$ cat src/rtl/seq_mult8x8_nibble_if.sv
// Operand/result handshake and 4x4 core hookup for seq_mult8x8_nibble.
// The multiplier itself uses the slave side; its environment uses the master side.
interface seq_mult8x8_nibble_if;
    logic        in_valid;
    logic        in_ready;
    logic [7:0]  a;
    logic [7:0]  b;
    logic        out_valid;
    logic        out_ready;
    logic [15:0] p;
    logic [3:0]  mul_a;
    logic [3:0]  mul_b;
    logic [7:0]  mul_p;

    modport slave (
        input  in_valid, a, b, out_ready, mul_p,
        output in_ready, out_valid, p, mul_a, mul_b
    );

    modport master (
        output in_valid, a, b, out_ready, mul_p,
        input  in_ready, out_valid, p, mul_a, mul_b
    );
endinterface

$ cat src/rtl/seq_mult8x8_nibble.sv
// Sequential 8x8 unsigned multiplier driving an external 4x4 core,
// one nibble pair per cycle over four cycles.
module seq_mult8x8_nibble (
    input logic                 clk,
    input logic                 rst_n,
    seq_mult8x8_nibble_if.slave bus
);
    typedef enum logic [1:0] {
        IDLE = 2'd0,
        MUL  = 2'd1,
        DONE = 2'd2
    } state_t;

    state_t      state;
    state_t      state_nx;
    logic [1:0]  k;
    logic [7:0]  a_q;
    logic [7:0]  b_q;
    logic [15:0] acc;
    logic [15:0] term;
    logic [15:0] acc_nx;
    logic [15:0] p_q;
    logic        out_valid_q;
    logic        accept;

    assign bus.in_ready  = rst_n && (state == IDLE);
    assign bus.out_valid = out_valid_q;
    assign bus.p         = p_q;
    assign accept        = bus.in_valid && bus.in_ready;

    assign bus.mul_a = (state == MUL) ? (k[0] ? a_q[7:4] : a_q[3:0]) : 4'h0;
    assign bus.mul_b = (state == MUL) ? (k[1] ? b_q[7:4] : b_q[3:0]) : 4'h0;

    // Partial product weight: 0, 4, 4, 8 bits for steps 0..3
    always_comb begin
        term = 16'h0000;
        unique case (k)
            2'd0:    term = {8'h00, bus.mul_p};
            2'd1,
            2'd2:    term = {4'h0, bus.mul_p, 4'h0};
            2'd3:    term = {bus.mul_p, 8'h00};
            default: term = 16'h0000;
        endcase
    end

    assign acc_nx = acc + term;

    always_comb begin
        state_nx = state;
        unique case (state)
            IDLE:    if (accept) state_nx = MUL;
            MUL:     if (k == 2'd3) state_nx = DONE;
            DONE:    if (bus.out_ready) state_nx = IDLE;
            default: state_nx = IDLE;
        endcase
    end

    always_ff @(posedge clk) begin
        if (!rst_n) state <= IDLE;
        else        state <= state_nx;
    end

    always_ff @(posedge clk) begin
        if (!rst_n) begin
            k           <= 2'd0;
            a_q         <= 8'h00;
            b_q         <= 8'h00;
            acc         <= 16'h0000;
            p_q         <= 16'h0000;
            out_valid_q <= 1'b0;
        end else begin
            unique case (state)
                IDLE: begin
                    if (accept) begin
                        a_q <= bus.a;
                        b_q <= bus.b;
                        acc <= 16'h0000;
                        k   <= 2'd0;
                    end
                end
                MUL: begin
                    acc <= acc_nx;
                    k   <= k + 2'd1;
                    // Publish the final sum on the same edge that enters DONE
                    if (k == 2'd3) begin
                        p_q         <= acc_nx;
                        out_valid_q <= 1'b1;
                    end
                end
                DONE: begin
                    if (bus.out_ready) out_valid_q <= 1'b0;
                end
                default: begin
                    out_valid_q <= 1'b0;
                end
            endcase
        end
    end
endmodule
$ cat src/flat_wrapper.sv
// flat-port wrapper written by rule: the top's interface ports become plain ports
module seq_mult8x8_nibble_flat 
  (clk, rst_n, bus_in_valid, bus_a, bus_b, bus_out_ready, bus_mul_p, bus_in_ready, bus_out_valid, bus_p, bus_mul_a, bus_mul_b);
  seq_mult8x8_nibble_if bus_i ();
  input logic clk;
  input logic rst_n;
  input wire logic [$bits(bus_i.in_valid)-1:0] bus_in_valid;
  input wire logic [$bits(bus_i.a)-1:0] bus_a;
  input wire logic [$bits(bus_i.b)-1:0] bus_b;
  input wire logic [$bits(bus_i.out_ready)-1:0] bus_out_ready;
  input wire logic [$bits(bus_i.mul_p)-1:0] bus_mul_p;
  output wire logic [$bits(bus_i.in_ready)-1:0] bus_in_ready;
  output wire logic [$bits(bus_i.out_valid)-1:0] bus_out_valid;
  output wire logic [$bits(bus_i.p)-1:0] bus_p;
  output wire logic [$bits(bus_i.mul_a)-1:0] bus_mul_a;
  output wire logic [$bits(bus_i.mul_b)-1:0] bus_mul_b;
  assign bus_i.in_valid = bus_in_valid;
  assign bus_i.a = bus_a;
  assign bus_i.b = bus_b;
  assign bus_i.out_ready = bus_out_ready;
  assign bus_i.mul_p = bus_mul_p;
  assign bus_in_ready = bus_i.in_ready;
  assign bus_out_valid = bus_i.out_valid;
  assign bus_p = bus_i.p;
  assign bus_mul_a = bus_i.mul_a;
  assign bus_mul_b = bus_i.mul_b;
  seq_mult8x8_nibble u_core (.clk(clk), .rst_n(rst_n), .bus(bus_i));
endmodule
$ cat config.mk
export PLATFORM = sky130hd
export DESIGN_NAME = seq_mult8x8_nibble_flat
export DESIGN_NICKNAME = d
export VERILOG_FILES = /design/src/rtl/seq_mult8x8_nibble_if.sv /design/src/rtl/seq_mult8x8_nibble.sv /design/src/flat_wrapper.sv
export SDC_FILE = /design/constraint.sdc
export NUM_CORES = 1
export LEC_CHECK = 0
export BUFFER_PORTS_ARGS = -buffer_cell sky130_fd_sc_hd__buf_2
export CELL_PAD_IN_SITES_DETAIL_PLACEMENT = 1
export CELL_PAD_IN_SITES_GLOBAL_PLACEMENT = 1
export CORE_MARGIN = 8
export CORE_UTILIZATION = 36
export DETAILED_ROUTE_END_ITERATION = 16
export PLACE_DENSITY_LB_ADDON = 0.1
export RECOVER_POWER = 25
export SKIP_LAST_GASP = 1
export SLEW_MARGIN = 20
export SYNTH_ARGS = -nofsm -noshare
export SYNTH_HDL_FRONTEND = slang
export SYNTH_SLANG_ARGS = --single-unit
$ cat constraint.sdc
create_clock -name clk -period 3.15 [get_ports clk]
set_clock_uncertainty 0.15 [all_clocks]
set_input_delay 0 -clock clk [delete_from_list [all_inputs] [get_ports clk]]
set_output_delay 0 -clock clk [all_outputs]
set_load 0.05 [all_outputs]
Word-level counts from Yosys, hierarchy flattened:

Cells that the tools add are included.

* register bits after elaboration: 53
* bits in latches: 0
* RAM bits: 0
* memory bits (read-only): 0
* input port bits: 28
* output and inout bits: 26
* word-level logic and storage cells: 45
* memories kept: 0

* add/subtract/negate cells: 2
* multiply operators: 0
* divide/modulo/power cells: 0
* magnitude comparators: 0
* equality and inequality tests: 8
* shift operators: 0
* mux-type cells: 16
* bitwise logic cells: 1
* reduce and logical (&&, ||, !) cells: 11

Operators by type and width (number)
* 16-bit one-hot mux with 3 select lines: 1
* 16-bit one-hot mux with 2 select lines: 1
* 16-bit adder: 1
* 16-bit 2-to-1 mux: 1
* 4-bit 2-to-1 mux: 4
* 2-bit 2-to-1 mux: 4
* 2-bit equality test (second input constant): 3
* 2-bit one-hot mux with 3 select lines: 1
* 2-bit AND reduction: 3
* 3-bit AND reduction: 2
* 2-bit by 1-bit equality test with 1-bit output (second input constant): 2
* 2-bit zero test: 2
* 2-bit inequality test (second input constant): 2
* 2-bit one-hot mux with 2 select lines: 1
* 1-bit one-hot mux with 3 select lines: 1
* 2-bit by 1-bit adder with 2-bit output (second input constant): 1
* 1-bit logical AND: 2
* 1-bit 2-to-1 mux: 2
* 2-bit by 1-bit inequality test with 1-bit output (second input constant): 1
* 2-bit nonzero test: 1
* 2-bit OR reduction: 1
* 1-bit inverter: 1

Longest topological paths before layout:

Gate-level depths: netlist (run 1).

* depth in word-level cells: 5
* gate-level depth with buffers: 14
* mapped depth without buffers: 11

Worst setup path before layout (run 1):

Ideal clock, no wire load.

* kind: register -> register
* start point: reg u_core.k[0]
* end point: reg u_core.acc[10]
* library setup time: 0.122 ns
* data arrival time: 2.744 ns
* data required time: 2.878 ns
* setup slack: 0.133 ns
* cell stages (with the launch flop): 14
* path buffers: 2
* clock period less this slack: 3.017 ns
* path through: dfxtp_1 > clkbuf_1 > inv_1 > ha_1 > clkbuf_1 > and2_1 > ha_1 > fa_1 > a21oi_1 > o21ai_1 > o21ba_2 > a21oi_1 > xnor2_1 > o21ai_1

* longest elaborated chain between the ends: 5
* elaborated cells between the ends (all ways): 8
* those cells by class: 1 x add/sub; 3 x eq/ne; 2 x mux; 2 x reduce/logical

RTL lines
* start, declared: line seq_mult8x8_nibble.sv:16 `logic [1:0] k;`
* start signal, assigned: line seq_mult8x8_nibble.sv:83 `k <= k + 2'd1;`
* 2-bit by 1-bit equality test with 1-bit output / 2-bit equality test (equally long branches): line seq_mult8x8_nibble.sv:37 `unique case (k)`
* 2-bit OR reduction: line seq_mult8x8_nibble.sv:37
* 16-bit one-hot mux with 3 select lines *: line seq_mult8x8_nibble.sv:37
* 16-bit adder *: line seq_mult8x8_nibble.sv:46 `assign acc_nx = acc + term;`
* 16-bit one-hot mux with 2 select lines *: line seq_mult8x8_nibble.sv:72 `unique case (state)`
* end signal, assigned: line seq_mult8x8_nibble.sv:82 `acc <= acc_nx;`
* end, declared: line seq_mult8x8_nibble.sv:19 `logic [15:0] acc;`

Every way passes the cells marked *; elsewhere a longest branch is shown, timed or not.
A chain may end at the register's enable or synchronous reset.

Final worst setup path (run 1):

* start point: reg u_core.k[0]
* end point: reg u_core.p_q[15], in the netlist u_core.bus.p[15]

* longest elaborated chain between the ends: 4
* elaborated cells between the ends (all ways): 8
* those cells by class: 1 x add/sub; 3 x eq/ne; 1 x mux; 3 x reduce/logical

RTL lines
* 2-bit by 1-bit equality test with 1-bit output / 2-bit equality test (equally long branches): line seq_mult8x8_nibble.sv:37
* 2-bit OR reduction: line seq_mult8x8_nibble.sv:37
* 16-bit one-hot mux with 3 select lines: line seq_mult8x8_nibble.sv:37
* 16-bit adder: line seq_mult8x8_nibble.sv:46
* end signal, assigned: line seq_mult8x8_nibble.sv:86 `p_q <= acc_nx;`
* end, declared: line seq_mult8x8_nibble.sv:22 `logic [15:0] p_q;`

Several ways; a longest one is shown, not always the timed one.

==> flow_metrics.tcl, run 1 <==
set metrics [dict create \
    totalPowerFinal_w 0.00159 \
    clkLatencyLatePin_ns 0.31 \
    core_mm2 0.00809 \
    whs_ns 0.102 \
    path_common_cell "ha_2" \
    die_h_um 107 \
    status "finished clean" \
    cts_tree "yes" \
    reg2regPathDepth 11 \
    area_delta_synth_final_pct 28.0 \
    setup_viol 0 \
    antenna_cells 0 \
    synth.top_cells.by_area "dfxtp_1, nand2_1, ha_1" \
    r2r_slack_ns 0.22 \
    crit_buf_inv 1 \
    dp_hpwl_mm 6.77 \
    fin_crit_ns 2.93 \
    regArea_mm2 0.00106 \
    p_leak_nw 1.55 \
    numPortBuffers 53 \
    grt_pass1_wl_mm 15.8 \
    cts.clk_slew.worst_paths_ns 0.10 \
    yosysWarnings 0 \
    hp-class "input port to register" \
    slew_viol_final 0 \
    path_max_fanout 9 \
    cp-end-kind "register" \
    utilization 0.468 \
    crit_chain "inv_1, ha_2, nand2_1, o21ai_0, ha_2, a21oi_4, nor3_1, a221oi_1, o211ai_2, xnor2_1, a21oi_1" \
    hp-start "bus_mul_p[7]" \
    drtAntennaViolNets 0 \
    fin_crit_sh 0.932 \
    max_slew_margin 0.194 \
    crit_family "compound AO/OA/AOI/OAI gates" \
    overflow 0 \
    path_class "register to register" \
    slowest_stage "ha_2" \
    clock-sinks 53 \
    r2r_end "u_core.bus.p[15]" \
    synthArstFlopShare 0 \
    cts_setup_buffers 0 \
    synth.net_count 435 \
    r2r-start "u_core.k[0]" \
    ir_worst_vdd_mv 0.261 \
    netlist_area_mm2 0.00296 \
    die_w_um 107 \
    final_cell_area_mm2 0.00379 \
    routed-via-count 3016 \
    gr-usage-met2 0.289 \
    holdPathStages 5 \
    io_pins 54 \
    clockRootBuffer "clkbuf_8" \
    finalNonFillerCells 575 \
    yosysSeqAreaShare 0.358 \
    cp.required_ns 3.20 \
    start_kind "register" \
    ys_ff_latch 53 \
    synth.distinct_cells 46 \
    grt_busiest_layer "met2" \
    viasPerCell 5.25 \
    first_iter_violations 107 \
    max_freq_ghz 0.341 \
    dr.pass1.iters 4 \
    netlist_instances 389 \
    dp_cells 533 \
    whs_endpoint "u_core.acc[15]" \
    power_density_mw_per_mm2 419 \
    syn_area_per_cell_um2 7.61 \
    grt_use_total 0.168 \
    dpl_cell_area_mm2 0.00333 \
    antenna_found_initial 0 \
    post_drt_wl_per_cell_um 16.1 \
    drcViolationCount 0 \
    synth-edff-count 0 \
    dieArea_mm2 0.0114 \
    max_stage_delay_ns 0.43 \
    cts_made_buffers 5 \
    use_met3 0.0324 \
    gr-usage-met1 0.210 \
    gp_congestion 0.891 \
    final_nets 515 \
    yosysTopAreaCell "dfxtp_1" \
    worst_pin_slew_ns 1.21 \
    row_count 33 \
    num-fill-cells 1050 \
    grt_max_degree 26 \
    finalHoldViolations 0 \
    start_util 0.366 \
    synth_top_area_share 0.358 \
    drive_gt1_frac 0.132 \
    cp.arrival_ns 2.98 \
    maxCapViolCount 0 \
    synth_ff_type "dfxtp_1" \
    htreeDepth 2 \
    critical_path_depth 11 \
    routed_wirelength_mm 9.24 \
    grt_pass1_vias 3145 \
    cts.path.max_buffers 2 \
    multi_input_area_mm2 0.00178 \
]
## cell usage after synthesis (all sizes together) (5+ instances only)
cell and instances:
nor2 29, o21ai 25, nor3 5, dfxtp 53, xnor2 9, a31oi 7
nand3 35, mux2i 9, nand2 82, buf 7, clkbuf 15, and2 13
a21oi 26, ha 17, inv 11
## tightest hold or removal path: stages
cell and delay [ns]:
buf_2 0.11, nand2_1 0.09, xnor2_1 0.09, xnor2_1 0.14
o21ai_1 0.10
## power by group
part | total (W) | internal [W] | switching [W]
logic | 0.000318 | 0.000133 | 0.000185
clock network | 0.000554 | 0.000316 | 0.000238
registers | 0.000715 | 0.000698 | 0.0000173
## sequential cells by signal, summed over array words and instances (netlist names)
signal,cells
u_core.acc,16
u_core.bus.p,16
u_core.state,2
u_core.b_q,8
u_core.a_q,8
u_core.bus.out_valid,1
u_core.k,2
## through the flow
| stage | setup slack, ns | TNS, ns |
|---|---|---|
| after CTS | 0.0963 | 0 |
| after global placement | 0.185 | 0 |
| final | 0.215 | 0 |
| after global routing | -0.0230 | -0.0406 |
| after detailed placement | 0.128 | 0 |
| after floorplan | 0.133 | 0 |
## cell families after synthesis
logic type | share of synthesized area
compound gates | 0.170
xor+xnor | 0.0385
fa+ha+maj | 0.0786
buf+inv | 0.0440
flops | 0.358
mux | 0.0304
simple gates | 0.280
## area by class of cell
class,count,area share
Inverter,11,0.0109
Timing Repair Buffer,95,0.169
Clock inverter,3,0.0172
Multi-Input combinational cell,303,0.470
Clock buffer,5,0.0182
Sequential cell,53,0.280
Tap cell,105,0.0347
## timing repair
action	4_1_cts	5_1_grt
hold endpoints to repair	20	0
endpoints found under the setup margin	0	15
gates resized for setup	0	3
hold buffers	34	0
## placed cells by master (no fill, tap or decap), types with 2 or more instances in the layout
| cell type | Yosys | routed |
|---|---|---|
| a211oi_1 | 3 | 3 |
| a21oi_1 | 24 | 24 |
| a22oi_1 | 4 | 4 |
| a31oi_1 | 6 | 6 |
| and2_1 | 13 | 13 |
| buf_2 | 5 | 35 |
| buf_4 | 0 | 7 |
| bufinv_16 | 0 | 2 |
| clkbuf_1 | 15 | 19 |
| clkbuf_8 | 0 | 5 |
| dfxtp_1 | 53 | 53 |
| dlygate4sd3_1 | 0 | 34 |
| ha_1 | 17 | 15 |
| ha_2 | 0 | 2 |
| inv_1 | 11 | 11 |
| mux2i_1 | 9 | 9 |
| nand2_1 | 82 | 82 |
| nand2b_1 | 2 | 2 |
| nand3_1 | 34 | 34 |
| nand4_1 | 4 | 4 |
| nor2_1 | 29 | 29 |
| nor2b_1 | 3 | 3 |
| nor3_1 | 4 | 4 |
| o211ai_1 | 2 | 2 |
| o211ai_2 | 2 | 2 |
| o21a_1 | 2 | 2 |
| o21ai_0 | 15 | 15 |
| o21ai_1 | 10 | 10 |
| o22ai_1 | 2 | 2 |
| or3_1 | 3 | 3 |
| or4_1 | 2 | 2 |
| xnor2_1 | 9 | 9 |
| xor2_1 | 4 | 4 |
## per-layer routing
layer,routed length [um],up-vias,share of wire
li1,-,1496,-
met4,89,0,0.0096
met1,4350,1461,0.47
met2,4460,53,0.48
met3,340,6,0.037
met5,0,-,0
## worst max path at each step
stage / start / to / slack, ns
3_3_place_gp: u_core.k[0] / u_core.acc[14] / 0.18
5_1_grt: u_core.k[0] / u_core.acc[15] / -0.02
6_report: u_core.k[0] / u_core.bus.p[15] / 0.22
4_1_cts: u_core.k[0] / u_core.acc[14] / 0.1
2_1_floorplan: u_core.k[0] / u_core.acc[10] / 0.13
3_5_place_dp: u_core.k[0] / u_core.acc[14] / 0.13
Power figures use the tool's default switching activity.
==> inputs of run 2 (changes only) <==
--- a/config.mk
+++ b/config.mk
@@ -5,11 +5,12 @@
 export SDC_FILE = /design/constraint.sdc
 export NUM_CORES = 1
 export LEC_CHECK = 0
+export ABC_AREA = 1
 export BUFFER_PORTS_ARGS = -buffer_cell sky130_fd_sc_hd__buf_2
 export CELL_PAD_IN_SITES_DETAIL_PLACEMENT = 1
 export CELL_PAD_IN_SITES_GLOBAL_PLACEMENT = 1
 export CORE_MARGIN = 8
-export CORE_UTILIZATION = 36
+export CORE_UTILIZATION = 35
 export DETAILED_ROUTE_END_ITERATION = 16
 export PLACE_DENSITY_LB_ADDON = 0.1
 export RECOVER_POWER = 25
==> run 2 against run 1 <==
Via count grew 4.4%. Core utilization down 4.3 points. Largest power group unchanged. Total power fell by 4.3%. Non-clock buffer count down 20. Fmax up 2.8%. Synthesized area up 4.8%. First-iteration DRC count fell by 4.7%.
==> flow_metrics.tcl, run 2 <==
set metrics [dict create \
    io_pins 54 \
    critPathLaunch "u_core.k[0]" \
    intPower_w 0.000991 \
    post_drt_wl_per_cell_um 14.7 \
    area_delta_synth_final_pct 19.0 \
    synth_simple_gate_area_frac 0.288 \
    fin_crit_ns 2.85 \
    synth.most_common_cell "nand2_1" \
    max_freq_ghz 0.350 \
    finalSetupTns_ns 0 \
    dp_hpwl_mm 7.29 \
    synth_xor_area_frac 0.0198 \
    crit_chain "inv_1, ha_1, inv_1, nand2_1, o22ai_1, ha_1, nand2_1, inv_1, nand2_1, nand2_1, a21oi_1, nand3_1, nand2_1, nand2_1, nand2_1, inv_1" \
    start_kind "register" \
    drtAntennaViolNets 0 \
    met1_length_mm 4.55 \
    drcViolationCount 0 \
    worst_pin_slew_ns 0.810 \
    ir_worst_vdd_mv 0.192 \
    cts_tree "yes" \
    pwr-share-seq 0.479 \
    synth_ff_type "dfxtp_1" \
    multi_input_area_mm2 0.00165 \
    grt_pass1_wl_mm 16.0 \
    drive_gt1_frac 0.112 \
    mostFrequentLayoutCell "nand2_1" \
    reg2regPathDepth 16 \
    switching_power_w 0.000528 \
    power_density_mw_per_mm2 412 \
    synth_top_family_by_area "simple AND/OR/NAND/NOR gates" \
    p_leak_nw 1.89 \
    grt_pass1_vias 3327 \
    cts_setup_buffers 0 \
    htreeDepth 2 \
    core_mm2 0.00868 \
    combPwrFrac 0.249 \
    holdPathStages 4 \
    start_util 0.358 \
    die_w_um 110 \
    grt_use_total 0.166 \
    final_cell_mix "nand2_1, inv_1, a21oi_1, dfxtp_1, buf_2" \
    synth.net_count 525 \
    row_count 34 \
    cts.path.max_buffers 2 \
    fin_crit_sh 0.906 \
    wl_met2_mm 4.77 \
    top_layer_used "met4" \
    rsz0062_at_grt "no" \
    path_class "register to register" \
    syn_area_per_cell_um2 6.48 \
    antenna_cells 0 \
    clkLatencyLatePin_ns 0.31 \
    routed-wl-met3_um 249 \
    final_nets 591 \
    r2r-start "u_core.k[0]" \
    slew_viol_final 0 \
    synth_fa_ha_area_frac 0.0750 \
    setup_viol 0 \
    max_slew_margin 0.459 \
    worst_slack_ns 0.296 \
    yosysWarnings 0 \
    cp-end-kind "register" \
    sw_frac_of_total 0.348 \
    synth_mux_area_frac 0 \
    netlist_area_mm2 0.00310 \
    die_h_um 110 \
    numPortBuffers 53 \
    clockRootBuffer "clkbuf_8" \
    netlist_instances 479 \
    num-fill-cells 1203 \
    cp.arrival_ns 2.93 \
    grt_max_degree 30 \
    cts_made_buffers 5 \
    first_iter_violations 102 \
    dpl_cell_area_mm2 0.00346 \
    max_stage_delay_ns 0.44 \
    viasPerCell 4.81 \
    final_cell_area_mm2 0.00369 \
    slowest_stage "dfxtp_2" \
    path_common_cell "nand2_1" \
    hp-class "input port to register" \
    hp-start "rst_n" \
    gp_congestion 0.868 \
    utilization 0.425 \
    routed-via-count 3148 \
    synth_top_area_share 0.342 \
    overflow 0 \
    synthTopCellsByCount "nand2_1, inv_1, dfxtp_1" \
    path_max_fanout 12 \
    synth-edff-count 0 \
    whs_ns 0.0455 \
    yosysSeqAreaShare 0.342 \
    synth_compound_area_frac 0.150 \
    cts.clk_slew.worst_paths_ns 0.11 \
    synth.distinct_cells 30 \
    regArea_mm2 0.00106 \
    yosysTopAreaCell "dfxtp_1" \
    antenna_found_initial 0 \
    dr.pass1.iters 4 \
    clock-sinks 53 \
    synthArstFlopShare 0 \
    finalHoldViolations 0 \
    cp.required_ns 3.23 \
    maxCapViolCount 0 \
    dieArea_mm2 0.0121 \
    post-place-ws_ns 0.181 \
    p_clk_frac 0.272 \
    status "finished clean" \
    routed_wirelength_mm 9.64 \
    synth.top_cells.by_area "dfxtp_1, nand2_1, inv_1" \
    ys_ff_latch 53 \
]
## run 2: worst paths after layout
path,slack [ns],to
worst max-delay path,0.30,u_core.bus.p[15]
worst max register to register,0.30,u_core.bus.p[15]
worst min-delay path,0.05,u_core.bus.out_valid
worst min register to register,0.31,u_core.b_q[5]
## run 2: critical path, delay by kind of cell, from the launching register on
| family | cells | cell delay, ns |
|---|---|---|
| adders and majority gates | 2 | 0.58 |
| DFF | 1 | 0.44 |
| buffers and inverters | 4 | 0.32 |
| AOI/OAI and AO/OA | 2 | 0.50 |
| and+or+nand+nor | 8 | 0.77 |
## run 2: timing repair
item,CTS,global route
gates resized for setup,0,2
setup endpoints to repair,0,10
hold buffers,17,0
hold endpoints to repair,18,0
## run 2: cells by family (layout without fill, tap and decap cells)
family	Yosys count	count (layout)
and+or+nand+nor	217	217
xor gates and xnor gates	7	7
buffers and inverters	97	164
DFF	53	53
adders and majority gates	18	18
AOI/OAI and AO/OA	87	87
## run 2: metrics by stage
| stage | power [W] | instances |
|---|---|---|
| finish | 0.00152 | 654 |
| floorplan | 0.00100 | 479 |
| CTS | 0.00154 | 654 |
| global route | 0.00161 | 654 |
| global placement | 0.00110 | 629 |
| detailed placement | 0.00111 | 629 |
## run 2: area by class of cell
class                      count  share of cell area
sequential                    53               0.288
tap                          108              0.0366
clock buffer                   6              0.0197
multi-input combinational    329               0.447
clock inverter                 2             0.00373
timing repair buffer          75               0.122
inverter                      81              0.0824
## run 2: metal layers
metal | GRT usage | vias to the layer above
li1 | - | 1627
met1 | 0.206 | 1482
met2 | 0.295 | 34
met3 | 0.0273 | 5
met4 | 0.0343 | 0
met5 | 0 | -
## run 2: power by group through the flow
stage	clock, W	sequential [W]	combinational (W)
final	0.000413	0.000728	0.000378
after detailed placement	0	0.000744	0.000363
after global placement	0	0.000742	0.000356
after global routing	0.000448	0.000733	0.000424
after floorplan	0	0.000737	0.000264
after CTS	0.000432	0.000728	0.000383
